## config.mk

```make
export PLATFORM = sky130hd
export DESIGN_NAME = bin_to_bcd_seq
export DESIGN_NICKNAME = d
export VERILOG_FILES = /design/src/rtl/bcd_pkg.sv /design/src/rtl/bcd_digit_adj.sv /design/src/rtl/bin_to_bcd_seq.sv
export SDC_FILE = /design/constraint.sdc
export NUM_CORES = 1
export LEC_CHECK = 0
export CAP_MARGIN = 20
export CORE_MARGIN = 10
export CORE_UTILIZATION = 26
export CTS_BUF_LIST = sky130_fd_sc_hd__clkbuf_16
export DETAILED_ROUTE_END_ITERATION = 8
export HOLD_SLACK_MARGIN = 0.15
export SYNTH_ARGS = -nofsm -noshare
export SYNTH_HDL_FRONTEND = slang
export SYNTH_SLANG_ARGS = --single-unit
```

## constraint.sdc

```tcl
create_clock -name clk -period 1.6 [get_ports clk]
set_clock_uncertainty 0.1 [all_clocks]
set_input_delay 0.32 -clock clk [delete_from_list [all_inputs] [get_ports clk]]
set_output_delay 0.32 -clock clk [all_outputs]
set_load 0.02 [all_outputs]
```

## src/rtl/bcd_pkg.sv

```systemverilog
// Shared constants, state encoding and helpers for the sequential binary-to-BCD converter.
package bcd_pkg;

   localparam int DIGIT_W = 4;
   localparam logic [DIGIT_W-1:0] ADJ_THRESH = 4'd5;

   localparam logic [1:0] IDLE  = 2'd0;
   localparam logic [1:0] SHIFT = 2'd1;
   localparam logic [1:0] DONE  = 2'd2;

   typedef enum logic [1:0] {
      ST_IDLE  = IDLE,
      ST_SHIFT = SHIFT,
      ST_DONE  = DONE
   } state_t;

   // Smallest n with 2**n >= value; used to size the shift counter.
   function automatic int clog2(input int value);
      int result;
      int span;
      result = 0;
      span   = 1;
      while (span < value) begin
         span   = span * 2;
         result = result + 1;
      end
      return result;
   endfunction

endpackage

```

## src/rtl/bcd_digit_adj.sv

```systemverilog
// Double-dabble digit correction: adds 3 to a BCD digit of 5 or more before the shift.
module bcd_digit_adj
   import bcd_pkg::*;
(
   input  logic [DIGIT_W-1:0] digit,
   output logic [DIGIT_W-1:0] adjusted
);

   assign adjusted = (digit >= ADJ_THRESH) ? digit + DIGIT_W'(3) : digit;

endmodule

```

## src/rtl/bin_to_bcd_seq.sv

```systemverilog
// Iterative double-dabble binary-to-BCD converter, one shift per clock, start/busy/done handshake.
// Optional leading-zero blank mask enabled by macro BCD_LEADING_ZERO_BLANK_EN.
module bin_to_bcd_seq
   import bcd_pkg::*;
#(
   parameter int BIN_W  = 12,
   parameter int DIGITS = 4
)(
   input  logic                    clk,
   input  logic                    reset_n,
   input  logic                    start,
   input  logic [BIN_W-1:0]        bin,
   output logic                    busy,
   output logic                    done,
   output logic [DIGIT_W*DIGITS-1:0] bcd,
   output logic                    overflow,
   output logic [DIGITS-1:0]       blank
);

   localparam int ACC_W = DIGIT_W * DIGITS;
   localparam int CNT_W = clog2(BIN_W + 1);
   localparam logic [CNT_W-1:0] LAST_COUNT = CNT_W'(BIN_W - 1);

   state_t state;
   state_t state_next;

   logic [BIN_W-1:0] op;
   logic [BIN_W-1:0] op_shift;
   logic [ACC_W-1:0] acc;
   logic [ACC_W-1:0] acc_adj;
   logic [ACC_W-1:0] acc_shift;
   logic             ovf_acc;
   logic             ovf_shift;
   logic             carry_out;
   logic [CNT_W-1:0] count;
   logic             accept;
   logic             last_shift;

   assign accept     = ((state == ST_IDLE) || (state == ST_DONE)) && start;
   assign last_shift = (state == ST_SHIFT) && (count == LAST_COUNT);
   assign busy       = (state == ST_SHIFT);
   assign done       = (state == ST_DONE);

   for (genvar k = 0; k < DIGITS; k++) begin : g_adj
      bcd_digit_adj u_adj (
         .digit    (acc[k*DIGIT_W +: DIGIT_W]),
         .adjusted (acc_adj[k*DIGIT_W +: DIGIT_W])
      );
   end

   // Whatever leaves the accumulator MSB is a multiple of 10**DIGITS, so dropping it keeps bcd well-formed.
   assign {carry_out, acc_shift, op_shift} = {acc_adj, op, 1'b0};
   assign ovf_shift = ovf_acc | carry_out;

   always_ff @(posedge clk or negedge reset_n) begin
      if (!reset_n) begin
         state <= ST_IDLE;
      end else begin
         state <= state_next;
      end
   end

   always_comb begin
      state_next = ST_IDLE;
      case (state)
         ST_IDLE,
         ST_DONE:  state_next = start ? ST_SHIFT : ST_IDLE;
         ST_SHIFT: state_next = last_shift ? ST_DONE : ST_SHIFT;
         default:  state_next = ST_IDLE;
      endcase
   end

   always_ff @(posedge clk or negedge reset_n) begin
      if (!reset_n) begin
         op       <= '0;
         acc      <= '0;
         ovf_acc  <= 1'b0;
         count    <= '0;
         bcd      <= '0;
         overflow <= 1'b0;
      end else if (accept) begin
         op      <= bin;
         acc     <= '0;
         ovf_acc <= 1'b0;
         count   <= '0;
      end else if (state == ST_SHIFT) begin
         op      <= op_shift;
         acc     <= acc_shift;
         ovf_acc <= ovf_shift;
         count   <= count + CNT_W'(1);
         if (last_shift) begin
            bcd      <= acc_shift;
            overflow <= ovf_shift;
         end
      end
   end

`ifdef BCD_LEADING_ZERO_BLANK_EN
   logic [DIGITS-1:0] blank_next;
   logic [DIGITS-1:0] blank_reg;

   // Walk down from the top digit; a digit is blanked while everything above and including it is zero.
   always_comb begin : blank_calc
      logic upper_zero;
      blank_next = '0;
      upper_zero = 1'b1;
      for (int k = DIGITS - 1; k > 0; k--) begin
         upper_zero    = upper_zero && (acc_shift[k*DIGIT_W +: DIGIT_W] == '0);
         blank_next[k] = upper_zero;
      end
   end

   always_ff @(posedge clk or negedge reset_n) begin
      if (!reset_n) begin
         blank_reg <= '0;
      end else if (last_shift) begin
         blank_reg <= blank_next;
      end
   end

   assign blank = blank_reg;
`else
   assign blank = '0;
`endif

endmodule

```

After elaboration in Yosys (flattened, before gate mapping)
Index checks and enable logic that the tools add are counted.
- add/subtract/negate cells: 5
- magnitude comparators: 4
- eq/ne operators: 3
- multiplexer cells: 15
- bitwise gates (word level): 2
- reduce and logical (&&, ||, !) cells: 7
- operator list (cell ; count):
    two-way mux 16 bit ; 2
    two-way mux 12 bit ; 2
    two-way mux 4 bit ; 6
    adder 4 x 2 -> 4 bit (second input constant) ; 4
    greater-or-equal comparator 4 x 3 -> 1 bit (second input constant) ; 4
    adder 4 x 1 -> 4 bit (second input constant) ; 1
    == test 4 bit (second input constant) ; 1
    one-hot mux 2 bit (2 select lines) ; 1
    two-way mux 1 bit ; 3
    AND reduction 3 bit ; 1
    == test 2 x 1 -> 1 bit (second input constant) ; 1
    == test 2 bit (second input constant) ; 1
    logical AND 1 bit ; 2
    logical NOT 2 bit ; 1
    two-way mux 2 bit ; 1
    nonzero test 2 bit ; 1
    OR reduction 2 bit ; 1
    logical OR 1 bit ; 1
    inverter 1 bit ; 1
    bitwise OR 1 bit ; 1
- register bits after elaboration: 52
- bits of input ports: 15
- output and inout port bits: 23
- logic and storage cells: 43

Logic depth before layout (Yosys ltp)
Gate-level depths: netlist of the first run.
- word-level depth: 5
- gate-level depth with buffers: 7
- gate-level depth less buffers: 6

By module
A second synthesis of the first run with hierarchy kept.
- cell total of the unflattened synthesis: 212
- area total of the unflattened synthesis: 2542.4 sq um
- modules (own cells, without submodules) (module ; instances ; cells each ; area an instance (sq um) ; seq. area each (sq um)):
    bin_to_bcd_seq ; 1 ; 148 ; 2137.0 ; 1301.2
    bcd_digit_adj ; 4 ; 16 ; 101.3 ; 0.0

Worst setup path before layout of the first run
No wires, ideal clock.
- path kind: register to register
- start: register count[0]
- end: register bcd[10]
- setup time: 0.125 ns
- arrival: 1.443 ns
- required time: 1.375 ns
- setup slack: -0.068 ns
- stages on the path, launching flop included: 7
- buffers on the path: 2
- clock period less this slack: 1.668 ns
- path through: dfrtp_1 > ha_1 > and3b_1 > and2_4 > buf_6 > buf_8 > mux2_4
- word-level cells in the longest chain between the ends: 3
- ends and longest elaborated chain (what ; RTL line ; text):
    start, declared ; bin_to_bcd_seq.sv:35 ; logic [CNT_W-1:0] count;
    start signal, assigned ; bin_to_bcd_seq.sv:90 ; count <= count + CNT_W'(1);
    == test 4 bit ; bin_to_bcd_seq.sv:40 ; assign last_shift = (state == ST_SHIFT) && (count == LAST_COUNT);
    logical AND 1 bit ; bin_to_bcd_seq.sv:40 ;
    AND reduction 3 bit (no line) ; n/a ;
    end signal, assigned ; bin_to_bcd_seq.sv:92 ; bcd <= acc_shift;
    end, declared ; bin_to_bcd_seq.sv:15 ; output logic [DIGIT_W*DIGITS-1:0] bcd,
No other way between the ends.
A chain may end at the register's enable or synchronous reset.

Final worst setup path of the first run
- start: register count[1]
- end: register bcd[1]
Same word-level chain as after synthesis.

==> PnR_summary.wiki, run 1 <==
{| class="wikitable"
! Metric !! Value
|-
| Synthesized instance count || 231
|-
| Global-route usage over all layers || 8.26%
|-
| Avg Inst Size Synth || 10.5 um^2
|-
| Cell row count || 35
|-
| Core ar. || 9200 um^2
|-
| Pre-CTS setup slack || -0.110 ns
|-
| Cell area after layout || 3290 um^2
|-
| Wire length of the first global-routing pass || 9010 um
|-
| Unrepaired setup endpoints after global routing || yes
|-
| Maximum number of pins on one net before global-route repair || 53
|-
| # clock sinks || 52
|-
| Core utilization of the finished layout || 35.8%
|-
| Critical Path Source || count[1]$_DFFE_PN0P_
|-
| Number of synthesized register bits || 52
|-
| Startpoint class of the critical path || flop
|-
| Tcrit/Tclk final || 98.5%
|-
| Area Overhead vs Synth || 35.3%
|-
| HPWL reported at the end of detailed placement || 3670 um
|-
| Number of filler instances in the final layout || 922
|-
| Fin cells || 400
|-
| Y dimension of the die || 117 um
|-
| Layout cells sized above 1 || 24.9%
|-
| Post-route antenna net violation count || 0
|-
| Final setup violation count || 0
|-
| Initial Utilization || 26.5%
|-
| Global-route congestion overflow total || 0
|-
| Start point of the worst hold path || op[1]$_DFFE_PN0P_
|-
| Violation count after the first detailed-routing iteration || 66
|-
| Number of input and output port buffers inserted || 33
|-
| Hold Path Class || reg -> reg
|-
| Cts bufs inserted || 5
|-
| Fraction of the yosys area taken by sequential cells || 53.5%
|-
| Number of H-tree levels || 2
|-
| Die Width || 117 um
|-
| CP arrival || 1.64 ns
|-
| Number of detailed-routing iterations run before antenna repair || 4
|-
| Netlist area before placement || 2430 um^2
|-
| Maximum root-to-sink buffer count || 2
|-
| Wirelength per Cell || 13.8 um
|-
| IO Count || 38
|-
| Number of remaining DRC errors || 0
|-
| Maximum clock frequency || 0.635 GHz
|-
| Number of antenna violations at the first check in global routing || 0
|-
| Final Hold Violating Endpoints || 0
|-
| Clock latency of the later-clocked register in the worst-skew pair || 0.28 ns
|-
| Largest voltage drop on the vdd net || 0.000760 V
|-
| Final critical-path required period || 1.58 ns
|-
| Worst Setup Slack, final || 0.0240 ns
|-
| Vias in the first global route || 1,827
|-
| Total wire length || 5500 um
|-
| Type of the worst setup path || reg -> reg
|-
| Total number of vias || 1,853
|-
| Worst R2R Start || count[1]$_DFFE_PN0P_
|-
| Slack of the worst reg-to-reg path || 0.02 ns
|-
| Max FO, Critical Path || 7
|-
| Clock transition at path regs || 0.06 ns
|-
| # diodes || 0
|-
| Area of the die || 13,600 um^2
|-
| Net count reported at finish || 315
|-
| Static Leak || 1.51 nW
|-
| Run status || completed
|-
| YS warnings || 0
|-
| Mean number of vias per cell || 4.63
|-
| Max Slew Vio Count || 0
|-
| Required time of the critical path || 1.66 ns
|-
| Global placement routability congestion || 0.771
|-
| Clock tree root buffer cell || sky130_fd_sc_hd__clkbuf_16
|-
| Distinct cells, synth || 29
|-
| Number of maximum-capacitance constraint violations || 0
|-
| Category of the worst setup path capture point || flop
|-
| PwrDens || 2110 nW/um^2
|-
| # placed instances || 389
|-
| Hold WS || 0.378 ns
|-
| CTS tree || yes
|-
| Post-place instance area || 3040 um^2
|}
[sequential cells by signal (all words and copies together) (netlist names)]
register / cells
state: 2
count: 4
ovf_acc: 1
acc: 16
op: 12
overflow: 1
bcd: 16
[power by group]
group | internal, mW | switching, mW | leakage [nW]
clock network | 0.554 | 0.418 | 0.0616
logic | 1.78 | 1.80 | 0.806
registers | 1.93 | 0.454 | 0.639
total | 4.26 | 2.67 | 1.51
[worst paths after layout]
kind                                  endpoint  cells after the start
max in group asynchronous   bcd[6]$_DFFE_PN0P_                      3
min in group asynchronous  acc[10]$_DFFE_PN0P_                      3
hold / removal               op[1]$_DFFE_PN0P_                      2
setup / recovery            bcd[1]$_DFFE_PN0P_                      4
hold reg to reg              op[1]$_DFFE_PN0P_                      2
setup reg to reg            bcd[1]$_DFFE_PN0P_                      4
[critical path: stages, from the launching register on]
cell and delay (ns):
sky130_fd_sc_hd__dfrtp_1 0.36, sky130_fd_sc_hd__ha_2 0.18, sky130_fd_sc_hd__and3b_2 0.22, sky130_fd_sc_hd__and2_4 0.25, sky130_fd_sc_hd__mux2_2 0.35
[synthesized netlist by cell type]
cell	count	area, um^2
sky130_fd_sc_hd__dfrtp_1	52	1300
sky130_fd_sc_hd__nand2_1	31	116
sky130_fd_sc_hd__a21oi_1	19	95.1
sky130_fd_sc_hd__o21ai_0	15	75.1
sky130_fd_sc_hd__a22o_1	11	96.3
sky130_fd_sc_hd__a22oi_1	11	82.6
sky130_fd_sc_hd__inv_1	10	37.5
sky130_fd_sc_hd__ha_1	9	113
sky130_fd_sc_hd__nor2_1	9	33.8
sky130_fd_sc_hd__nor3b_1	8	60.1
sky130_fd_sc_hd__mux2_2	6	67.6
sky130_fd_sc_hd__nand2b_1	6	37.5
sky130_fd_sc_hd__nand3_1	6	30.0
sky130_fd_sc_hd__clkbuf_1	5	18.8
sky130_fd_sc_hd__buf_2	4	20.0
sky130_fd_sc_hd__buf_4	4	30.0
sky130_fd_sc_hd__mux2i_1	4	40.0
sky130_fd_sc_hd__nor3_1	4	20.0
sky130_fd_sc_hd__xnor2_1	4	35.0
sky130_fd_sc_hd__mux2_4	3	45.0
sky130_fd_sc_hd__nor2b_1	2	12.5
sky130_fd_sc_hd__a31oi_1	1	6.26
sky130_fd_sc_hd__and2_4	1	8.76
sky130_fd_sc_hd__and3b_1	1	8.76
sky130_fd_sc_hd__buf_6	1	11.3
sky130_fd_sc_hd__buf_8	1	15.0
sky130_fd_sc_hd__conb_1	1	3.75
sky130_fd_sc_hd__nand4_1	1	6.26
sky130_fd_sc_hd__o22ai_1	1	6.26
[logic make-up (layout without fill, tap and decap cells)]
| kind of cell | after synthesis | count (layout) | share of synthesized area [%] |
|---|---|---|---|
| AO/OA/AOI/OAI | 58 | 58 | 14.9 |
| XOR/XNOR | 4 | 4 | 1.44 |
| adder cells (fa/ha/maj) | 9 | 9 | 4.63 |
| buffers and inverters | 25 | 79 | 5.45 |
| flip-flops | 52 | 52 | 53.5 |
| multiplexers | 13 | 13 | 6.27 |
| other | 1 | 4 | 0.154 |
| AND/OR/NAND/NOR | 69 | 70 | 13.7 |
[timing repair]
action / in CTS / in global routing
buffers inserted: 1 / 3
hold endpoints to repair: 52 / 0
pin swaps: 3 / 7
gates cloned: 1 / 0
gates resized for setup: 30 / 25
setup endpoints to repair: 33 / 20
hold buffers: 1 / 0
[layout make-up]
type	instances	area (um^2)	area share, %
Sequential cell	52	1300	39.5
Multi-Input combinational cell	158	1130	34.2
Timing Repair Buffer	64	562	17.1
Tap cell	111	139	4.22
Clock buffer	5	125	3.80
Inverter	10	37.5	1.14
[metrics by stage]
stage | power (mW) | TNS [ns]
5_1_grt | 7.54 | -0.0836
2_1_floorplan | 4.37 | -0.0000160
3_3_place_gp | 5.67 | -1.18
6_report | 6.93 | 0
4_1_cts | 6.66 | 0
3_5_place_dp | 5.75 | -1.85
[per-layer routing]
metal,track usage (%),vias up,routed length (um)
li1,-,914,-
met1,10.9,904,2650
met2,12.7,33,2490
met3,2.77,2,328
met4,1.73,0,24
met5,0,-,0
[placed cells by master, fill, tap and decap left out, drive strengths merged]
| master | n |
|---|---|
| ha | 9 |
| and2 | 2 |
| nand3 | 6 |
| inv | 10 |
| clkdlybuf4s50 | 13 |
| and3b | 1 |
| mux2i | 4 |
| a31oi | 1 |
| o21ai | 15 |
| conb | 4 |
| nor3b | 8 |
| clkbuf | 5 |
| a21oi | 19 |
| o22ai | 1 |
| xnor2 | 4 |
| nor3 | 4 |
| mux2 | 9 |
| nor2 | 9 |
| nand4 | 1 |
| dfrtp | 52 |
| nor2b | 2 |
| a22oi | 11 |
| nand2 | 31 |
| buf | 33 |
| dlygate4sd2 | 17 |
| nand2b | 6 |
| a22o | 11 |
| dlygate4sd3 | 1 |
Note: power is estimated with default switching activity, not from simulation.
==> run 2: changes to the inputs <==
==> constraint.sdc (replaced) <==
create_clock -name clk -period 1.6 [get_ports clk]
set_clock_uncertainty 0.1 [all_clocks]
set_input_delay 0.4 -clock clk [delete_from_list [all_inputs] [get_ports clk]]
set_output_delay 0.4 -clock clk [all_outputs]
set_load 0.02 [all_outputs]
==> run 2 against run 1 <==
Sequential share of layout area decreased by 1.3 points. Die area stayed put. Critical path depth is the same. Sequential power is essentially flat. Cell area is 3.5% higher. Clock-buffer cell count did not move. Non-clock buffer count stayed put. Hold slack about the same. First-iteration DRC count decreased by 3.0%. Highest routed layer unchanged.
==> PnR_summary.wiki, run 2 (synthesis gave the netlist of run 1 again) <==
{| class="wikitable"
! Metric !! Value
|-
| Run status || completed (unchanged)
|-
| Core ar. || 9200 um^2 (unchanged)
|-
| Cell depth of the worst hold path || 2 (unchanged)
|-
| Kind of cell with the highest combined delay on the critical path || simple AND/OR/NAND/NOR gates (unchanged)
|-
| Global-route congestion overflow total || 0 (unchanged)
|-
| Y dimension of the die || 117 um (unchanged)
|-
| Die Width || 117 um (unchanged)
|-
| Largest voltage drop on the vdd net || 0.000758 V (was 0.000760 V)
|-
| Clock transition at path regs || 0.07 ns (was 0.06 ns)
|-
| Start point of the worst hold path || op[3]$_DFFE_PN0P_ (was op[1]$_DFFE_PN0P_)
|-
| Net count reported at finish || 315 (unchanged)
|-
| Area of the die || 13,600 um^2 (unchanged)
|-
| Max Slew Vio Count || 0 (unchanged)
|-
| Combinational Power Share || 51.1% (was 51.6%)
|-
| Maximum clock frequency || 0.632 GHz (was 0.635 GHz)
|-
| CTS tree || yes (unchanged)
|-
| Wirelength per Cell || 14.2 um (was 13.8 um)
|-
| Buffer and inverter count on the worst path || 0 (unchanged)
|-
| Ordered list of cells on the worst path || ha_2 > and3b_2 > and2_4 > mux2_2 (unchanged)
|-
| Final setup violation count || 0 (unchanged)
|-
| Global-route usage over all layers || 8.59% (was 8.26%)
|-
| Clock latency of the later-clocked register in the worst-skew pair || 0.29 ns (was 0.28 ns)
|-
| Initial Utilization || 26.5% (unchanged)
|-
| Slowest CP cell || sky130_fd_sc_hd__dfrtp_1 (unchanged)
|-
| Overall power consumption || 7.35 mW (was 6.93 mW)
|-
| Static Leak || 1.56 nW (was 1.51 nW)
|-
| Final critical-path required period || 1.58 ns (about the same)
|-
| Clock tree root buffer cell || sky130_fd_sc_hd__clkbuf_16 (unchanged)
|-
| Vias in the first global route || 1,897 (was 1,827)
|-
| Tcrit/Tclk final || 98.9% (was 98.5%)
|-
| Cell area after layout || 3410 um^2 (was 3290 um^2)
|-
| Post-place instance area || 3030 um^2 (was 3040 um^2)
|-
| GRT met2 Usage || 12.7% (unchanged)
|-
| Most used routing layer || met2 (unchanged)
|-
| Unrepaired setup endpoints after global routing || yes (unchanged)
|-
| Hold Path Class || reg -> reg (unchanged)
|-
| Worst reg2reg path endpoint || bcd[1]$_DFFE_PN0P_ (unchanged)
|-
| Type of the worst setup path || reg -> reg (unchanged)
|-
| Commonest non-fill, non-tap cells in the layout || sky130_fd_sc_hd__dfrtp_1, sky130_fd_sc_hd__nand2_1, sky130_fd_sc_hd__buf_4 (unchanged)
|-
| Power share of the clock group || 16.3% (was 14.0%)
|-
| Met1 layer usage reported by global route || 11.7% (was 10.9%)
|-
| Cts bufs inserted || 5 (unchanged)
|-
| Violation count after the first detailed-routing iteration || 64 (was 66)
|-
| Maximum number of pins on one net before global-route repair || 42 (was 53)
|-
| Path depth of the worst reg2reg path || 4 (unchanged)
|-
| Number of maximum-capacitance constraint violations || 0 (unchanged)
|-
| Required time of the critical path || 1.68 ns (was 1.66 ns)
|-
| Cell row count || 35 (unchanged)
|-
| IO Count || 38 (unchanged)
|-
| Sequential Power Share || 32.7% (was 34.4%)
|-
| Post-route antenna net violation count || 0 (unchanged)
|-
| Slack of the worst reg-to-reg path || 0.02 ns (about the same)
|-
| # clock sinks || 52 (unchanged)
|-
| Fraction of power spent switching nets || 38.0% (was 38.5%)
|-
| Final Hold Violating Endpoints || 0 (unchanged)
|-
| # diodes || 0 (unchanged)
|-
| Area Overhead vs Synth || 39.9% (was 35.3%)
|-
| Mean number of vias per cell || 4.68 (was 4.63)
|-
| Number of remaining DRC errors || 0 (unchanged)
|-
| PwrDens || 2160 nW/um^2 (was 2110 nW/um^2)
|-
| Top Registers || acc x16, bcd x16, op x12 (unchanged)
|-
| CP arrival || 1.66 ns (was 1.64 ns)
|-
| Total wire length || 5720 um (was 5500 um)
|-
| Fraction of met3 tracks used by global routing || 2.57% (was 2.77%)
|-
| Number of detailed-routing iterations run before antenna repair || 4 (unchanged)
|-
| Worst R2R Start || count[0]$_DFFE_PN0P_ (was count[1]$_DFFE_PN0P_)
|-
| Slowest Stage Delay on Critical Path || 0.36 ns (about the same)
|-
| Hold Path Sink || op[3]$_DFFE_PN0P_ (was op[1]$_DFFE_PN0P_)
|-
| Max FO, Critical Path || 7 (unchanged)
|-
| Wire length of the first global-routing pass || 9340 um (was 9010 um)
|-
| Total number of vias || 1,885 (was 1,853)
|-
| Category of the worst setup path capture point || flop (unchanged)
|-
| Cell-internal power || 4.56 mW (was 4.26 mW)
|-
| Number of H-tree levels || 2 (unchanged)
|-
| Layout cells sized above 1 || 27.1% (was 24.9%)
|-
| Maximum root-to-sink buffer count || 2 (unchanged)
|-
| Core utilization of the finished layout || 37.0% (was 35.8%)
|-
| Leading cell type in the layout, fill and taps excluded || sky130_fd_sc_hd__dfrtp_1 (unchanged)
|-
| Number of input and output port buffers inserted || 33 (unchanged)
|-
| Net switching power of the design || 2.79 mW (was 2.67 mW)
|-
| Global placement routability congestion || 0.741 (was 0.771)
|-
| HPWL reported at the end of detailed placement || 3770 um (was 3670 um)
|-
| Startpoint class of the critical path || flop (unchanged)
|-
| Number of antenna violations at the first check in global routing || 0 (unchanged)
|}
[run 2: cell count changes in the layout (fill, tap and decap cells not counted), sizes merged]
cell / previous run / this run
bufinv: 0 / 1
clkinv: 0 / 1
inv: 10 / 11
[run 2: how the worst max path moves through the flow]
| stage | slack, ns | from | end | cells after the start |
|---|---|---|---|---|
| after floorplan | -0.000005 | count[0]$_DFFE_PN0P_ | bcd[10]$_DFFE_PN0P_ | 6 |
| after global placement | -0.16 | start | acc[11]$_DFFE_PN0P_ | 6 |
| after global routing | -0.01 | count[1]$_DFFE_PN0P_ | bcd[6]$_DFFE_PN0P_ | 4 |
| after CTS | -0.008 | acc[12]$_DFFE_PN0P_ | bcd[14]$_DFFE_PN0P_ | 5 |
| final | 0.02 | count[0]$_DFFE_PN0P_ | bcd[1]$_DFFE_PN0P_ | 4 |
| after detailed placement | -0.18 | start | acc[2]$_DFFE_PN0P_ | 5 |
[run 2: metal layers]
metal  vias up  wire length [um]
met5         -                 0
met4         0                63
met3         5               346
met2        48              2620
met1       913              2700
li1        919                 -
[run 2: what timing repair did]
item	4_1_cts	5_1_grt
setup endpoints to repair	41	23
buffers inserted	0	5
cloned	1	0
pin swaps	1	6
endpoints found under the hold margin	11	0
gates resized for setup	36	35
hold buffers	1	0
[run 2: power by group through the flow]
| stage | logic, mW | registers, mW | clock network (mW) |
|---|---|---|---|
| global placement | 3.30 | 2.35 | 0 |
| finish | 3.75 | 2.40 | 1.19 |
| CTS | 3.34 | 2.36 | 1.22 |
| detailed placement | 3.36 | 2.37 | 0 |
| floorplan | 1.79 | 2.58 | 0 |
| global route | 4.18 | 2.50 | 1.29 |
[run 2: layout make-up]
class / instances / area [um^2]
Fill cell: 931 / 5790
Sequential cell: 52 / 1300
Multi-Input combinational cell: 158 / 1180
Timing Repair Buffer: 64 / 583
Tap cell: 111 / 139
Clock buffer: 5 / 125
Clock inverter: 3 / 38.8
Inverter: 10 / 37.5
[run 2: worst min-delay path: cells and delay by family, from the launching register on]
family	cells	cell delay, ns
flip-flops	1	0.34
AND/OR/NAND/NOR	2	0.11
[run 2: through the flow]
stage	setup TNS, ns	cells	worst slack, ns	hold slack, ns
after global placement	-4.50	388	-0.156	0.205
after detailed placement	-5.28	388	-0.184	0.210
after CTS	-0.00760	398	-0.00760	0.380
after global routing	-0.0273	403	-0.0125	0.418
final	0	403	0.0178	0.378
after floorplan	-0.0000160	234	-0.00000533	0.00441
==> run 3: changes to the inputs <==
--- a/config.mk
+++ b/config.mk
@@ -10,6 +10,7 @@
 export CORE_UTILIZATION = 26
 export CTS_BUF_LIST = sky130_fd_sc_hd__clkbuf_16
 export DETAILED_ROUTE_END_ITERATION = 8
+export GPL_TIMING_DRIVEN = 0
 export HOLD_SLACK_MARGIN = 0.15
 export SYNTH_ARGS = -nofsm -noshare
 export SYNTH_HDL_FRONTEND = slang
==> run 3 against run 2 <==
The run now ends with setup timing left. Largest cell class unchanged. Combinational power decreased by 2%. First-iteration DRC count decreased by 17%. Sequential power about the same. Routed wire length decreased by 0.19%. Global-route usage decreased by 0.26 points. Sequential share of layout area about the same. Fmax decreased by 7.2%. Critical endpoint is now busy. Total power decreased by 2.9%. Flip-flop and latch count unchanged. Final cell count increased by 0.25%. Clock-buffer cell count unchanged.
==> PnR_summary.wiki, run 3 (synthesis gave the netlist of run 1 again) <==
{| class="wikitable"
! Metric !! Value
|-
| Run status || complete, but fails checks (was completed)
|-
| Violations in the final reports || setup timing
|-
| Cts bufs inserted || 5 (unchanged)
|-
| PwrDens || 2090 nW/um^2 (was 2160 nW/um^2)
|-
| Wirelength per Cell || 14.1 um (was 14.2 um)
|-
| Core ar. || 9200 um^2 (unchanged)
|-
| Number of remaining DRC errors || 0 (unchanged)
|-
| Die Width || 117 um (unchanged)
|-
| Number of detailed-routing iterations run before antenna repair || 4 (unchanged)
|-
| Total number of vias || 1,891 (was 1,885)
|-
| Core utilization of the finished layout || 37.1% (was 37.0%)
|-
| Category of the worst setup path capture point || output pin (was flop)
|-
| HPWL reported at the end of detailed placement || 3850 um (was 3770 um)
|-
| Maximum root-to-sink buffer count || 2 (unchanged)
|-
| Global-route usage over all layers || 8.33% (was 8.59%)
|-
| Wire length of the first global-routing pass || 9110 um (was 9340 um)
|-
| Startpoint class of the critical path || flop (unchanged)
|-
| Vias in the first global route || 1,938 (was 1,897)
|-
| Global-route congestion overflow total || 0 (unchanged)
|-
| Final Hold Violating Endpoints || 0 (unchanged)
|-
| Hold Path Class || reg -> reg (unchanged)
|-
| Post-route antenna net violation count || 0 (unchanged)
|-
| Number of maximum-capacitance constraint violations || 0 (unchanged)
|-
| Slowest CP cell || sky130_fd_sc_hd__dfrtp_1 (unchanged)
|-
| Tcrit/Tclk final || 107% (was 98.9%)
|-
| Maximum clock frequency || 0.587 GHz (was 0.632 GHz)
|-
| Initial Utilization || 26.5% (unchanged)
|-
| Sum Neg Setup Slack || -0.182 ns (was 0 ns)
|-
| Area Overhead vs Synth || 40.1% (was 39.9%)
|-
| # clock sinks || 52 (unchanged)
|-
| Max FO, Critical Path || 7 (unchanged)
|-
| Clock tree root buffer cell || sky130_fd_sc_hd__clkbuf_16 (unchanged)
|-
| Unrepaired setup endpoints after global routing || yes (unchanged)
|-
| Global placement routability congestion || 0.768 (was 0.741)
|-
| Area of the die || 13,600 um^2 (unchanged)
|-
| Y dimension of the die || 117 um (unchanged)
|-
| Total wire length || 5710 um (was 5720 um)
|-
| Number of input and output port buffers inserted || 33 (unchanged)
|-
| Largest voltage drop on the vdd net || 0.000635 V (was 0.000758 V)
|-
| Tightest slew margin relative to the limit || 63.6%
|-
| Worst Setup Slack, final || -0.104 ns (was 0.0178 ns)
|-
| Number of antenna violations at the first check in global routing || 0 (unchanged)
|-
| Leading cell type in the layout, fill and taps excluded || sky130_fd_sc_hd__dfrtp_1 (unchanged)
|-
| Ordered list of cells on the worst path || nand2b_4 > inv_4 > buf_6 > buf_8 > buf_6 (was ha_2 > and3b_2 > and2_4 > mux2_2)
|-
| Clock latency of the later-clocked register in the worst-skew pair || 0.28 ns (was 0.29 ns)
|-
| Critical Path Source || state[1]$_DFF_PN0_ (was count[0]$_DFFE_PN0P_)
|-
| Net count reported at finish || 316 (was 315)
|-
| Static Leak || 1.54 nW (was 1.56 nW)
|-
| Worst R2R Start || count[0]$_DFFE_PN0P_ (unchanged)
|-
| Transition time at the pin with the least slew margin || 0.546 ns
|-
| Top Registers || acc x16, bcd x16, op x12 (unchanged)
|-
| # diodes || 0 (unchanged)
|-
| CTS tree || yes (unchanged)
|-
| Top cell by count, worst path || sky130_fd_sc_hd__buf_6
|-
| Max Slew Vio Count || 0 (unchanged)
|-
| Buffer and inverter count on the worst path || 4 (was 0)
|-
| Violation count after the first detailed-routing iteration || 53 (was 64)
|-
| Maximum number of pins on one net before global-route repair || 32 (was 42)
|-
| Layout cells sized above 1 || 29.0% (was 27.1%)
|-
| Final critical-path required period || 1.70 ns (was 1.58 ns)
|-
| Mean number of vias per cell || 4.68 (about the same)
|-
| Kind of cell with the highest combined delay on the critical path || flip-flops (was simple AND/OR/NAND/NOR gates)
|-
| Final setup violation count || 6 (was 0)
|-
| IO Count || 38 (unchanged)
|-
| Required time of the critical path || 1.10 ns (was 1.68 ns)
|-
| Number of H-tree levels || 2 (unchanged)
|-
| CP arrival || 1.20 ns (was 1.66 ns)
|-
| Cell row count || 35 (unchanged)
|-
| Clock transition at path regs || 0.07 ns (about the same)
|-
| Type of the worst setup path || reg -> out (was reg -> reg)
|-
| Commonest non-fill, non-tap cells in the layout || sky130_fd_sc_hd__dfrtp_1, sky130_fd_sc_hd__nand2_1, sky130_fd_sc_hd__buf_4 (unchanged)
|-
| Start point of the worst hold path || op[5]$_DFFE_PN0P_ (was op[3]$_DFFE_PN0P_)
|-
| Slowest Stage Delay on Critical Path || 0.39 ns (was 0.36 ns)
|}
## run 3: what timing repair did
action | CTS | global route
hold buffers | 1 | 0
buffers inserted | 8 | 7
resized for setup | 49 | 41
pin swaps | 3 | 9
cloned | 1 | 1
endpoints found under the setup margin | 66 | 41
endpoints found under the hold margin | 21 | 0
## run 3: layer usage
metal	part of all wire (%)	vias to the layer above	GRT usage (%)
li1	-	923	-
met5	0	-	0
met3	5.9	4	3.08
met2	46	44	12.7
met4	0.65	0	1.81
met1	48	920	11.0
## run 3: area by class of cell
cell class | instances | area [um^2]
Fill cell | 940 | 5790
Sequential cell | 52 | 1300
Multi-Input combinational cell | 158 | 1210
Timing Repair Buffer | 51 | 473
Tap cell | 111 | 139
Clock buffer | 5 | 125
Buffer | 14 | 108
Inverter | 10 | 40.0
Clock inverter | 3 | 13.8
## run 3: final timing paths
check	end	cells past startpoint	slack, ns
min in group asynchronous	acc[10]$_DFFE_PN0P_	2	0.54
setup / recovery	busy	5	-0.10
hold reg to reg	op[5]$_DFFE_PN0P_	2	0.38
max in group asynchronous	acc[12]$_DFFE_PN0P_	3	0.30
setup reg to reg	bcd[13]$_DFFE_PN0P_	5	-0.02
hold / removal	op[5]$_DFFE_PN0P_	2	0.38
## run 3: report_power, final
group / internal (mW) / leakage [nW] / total (mW) / switching [mW]
clock network: 0.569 / 0.0710 / 1.02 / 0.447
logic: 1.84 / 0.835 / 3.69 / 1.85
registers: 1.93 / 0.638 / 2.43 / 0.492
## run 3: tightest hold or removal path: stages, from the launching register on
cell and delay (ns):
sky130_fd_sc_hd__dfrtp_1 0.35, sky130_fd_sc_hd__nand2_1 0.05, sky130_fd_sc_hd__nand2_1 0.05
## run 3: metrics by stage
stage | cells | power [mW] | setup WS [ns] | hold slack (ns) | cell area, um^2
6_report | 404 | 7.13 | -0.104 | 0.383 | 3410
5_1_grt | 404 | 7.71 | -0.141 | 0.412 | 3410
4_1_cts | 396 | 6.66 | -0.180 | 0.385 | 3210
3_5_place_dp | 379 | 5.43 | -0.670 | 0.320 | 2930
3_3_place_gp | 378 | 5.34 | -1.62 | 0.364 | 2920
2_1_floorplan | 234 | 4.37 | -0.00000533 | 0.00441 | 2450
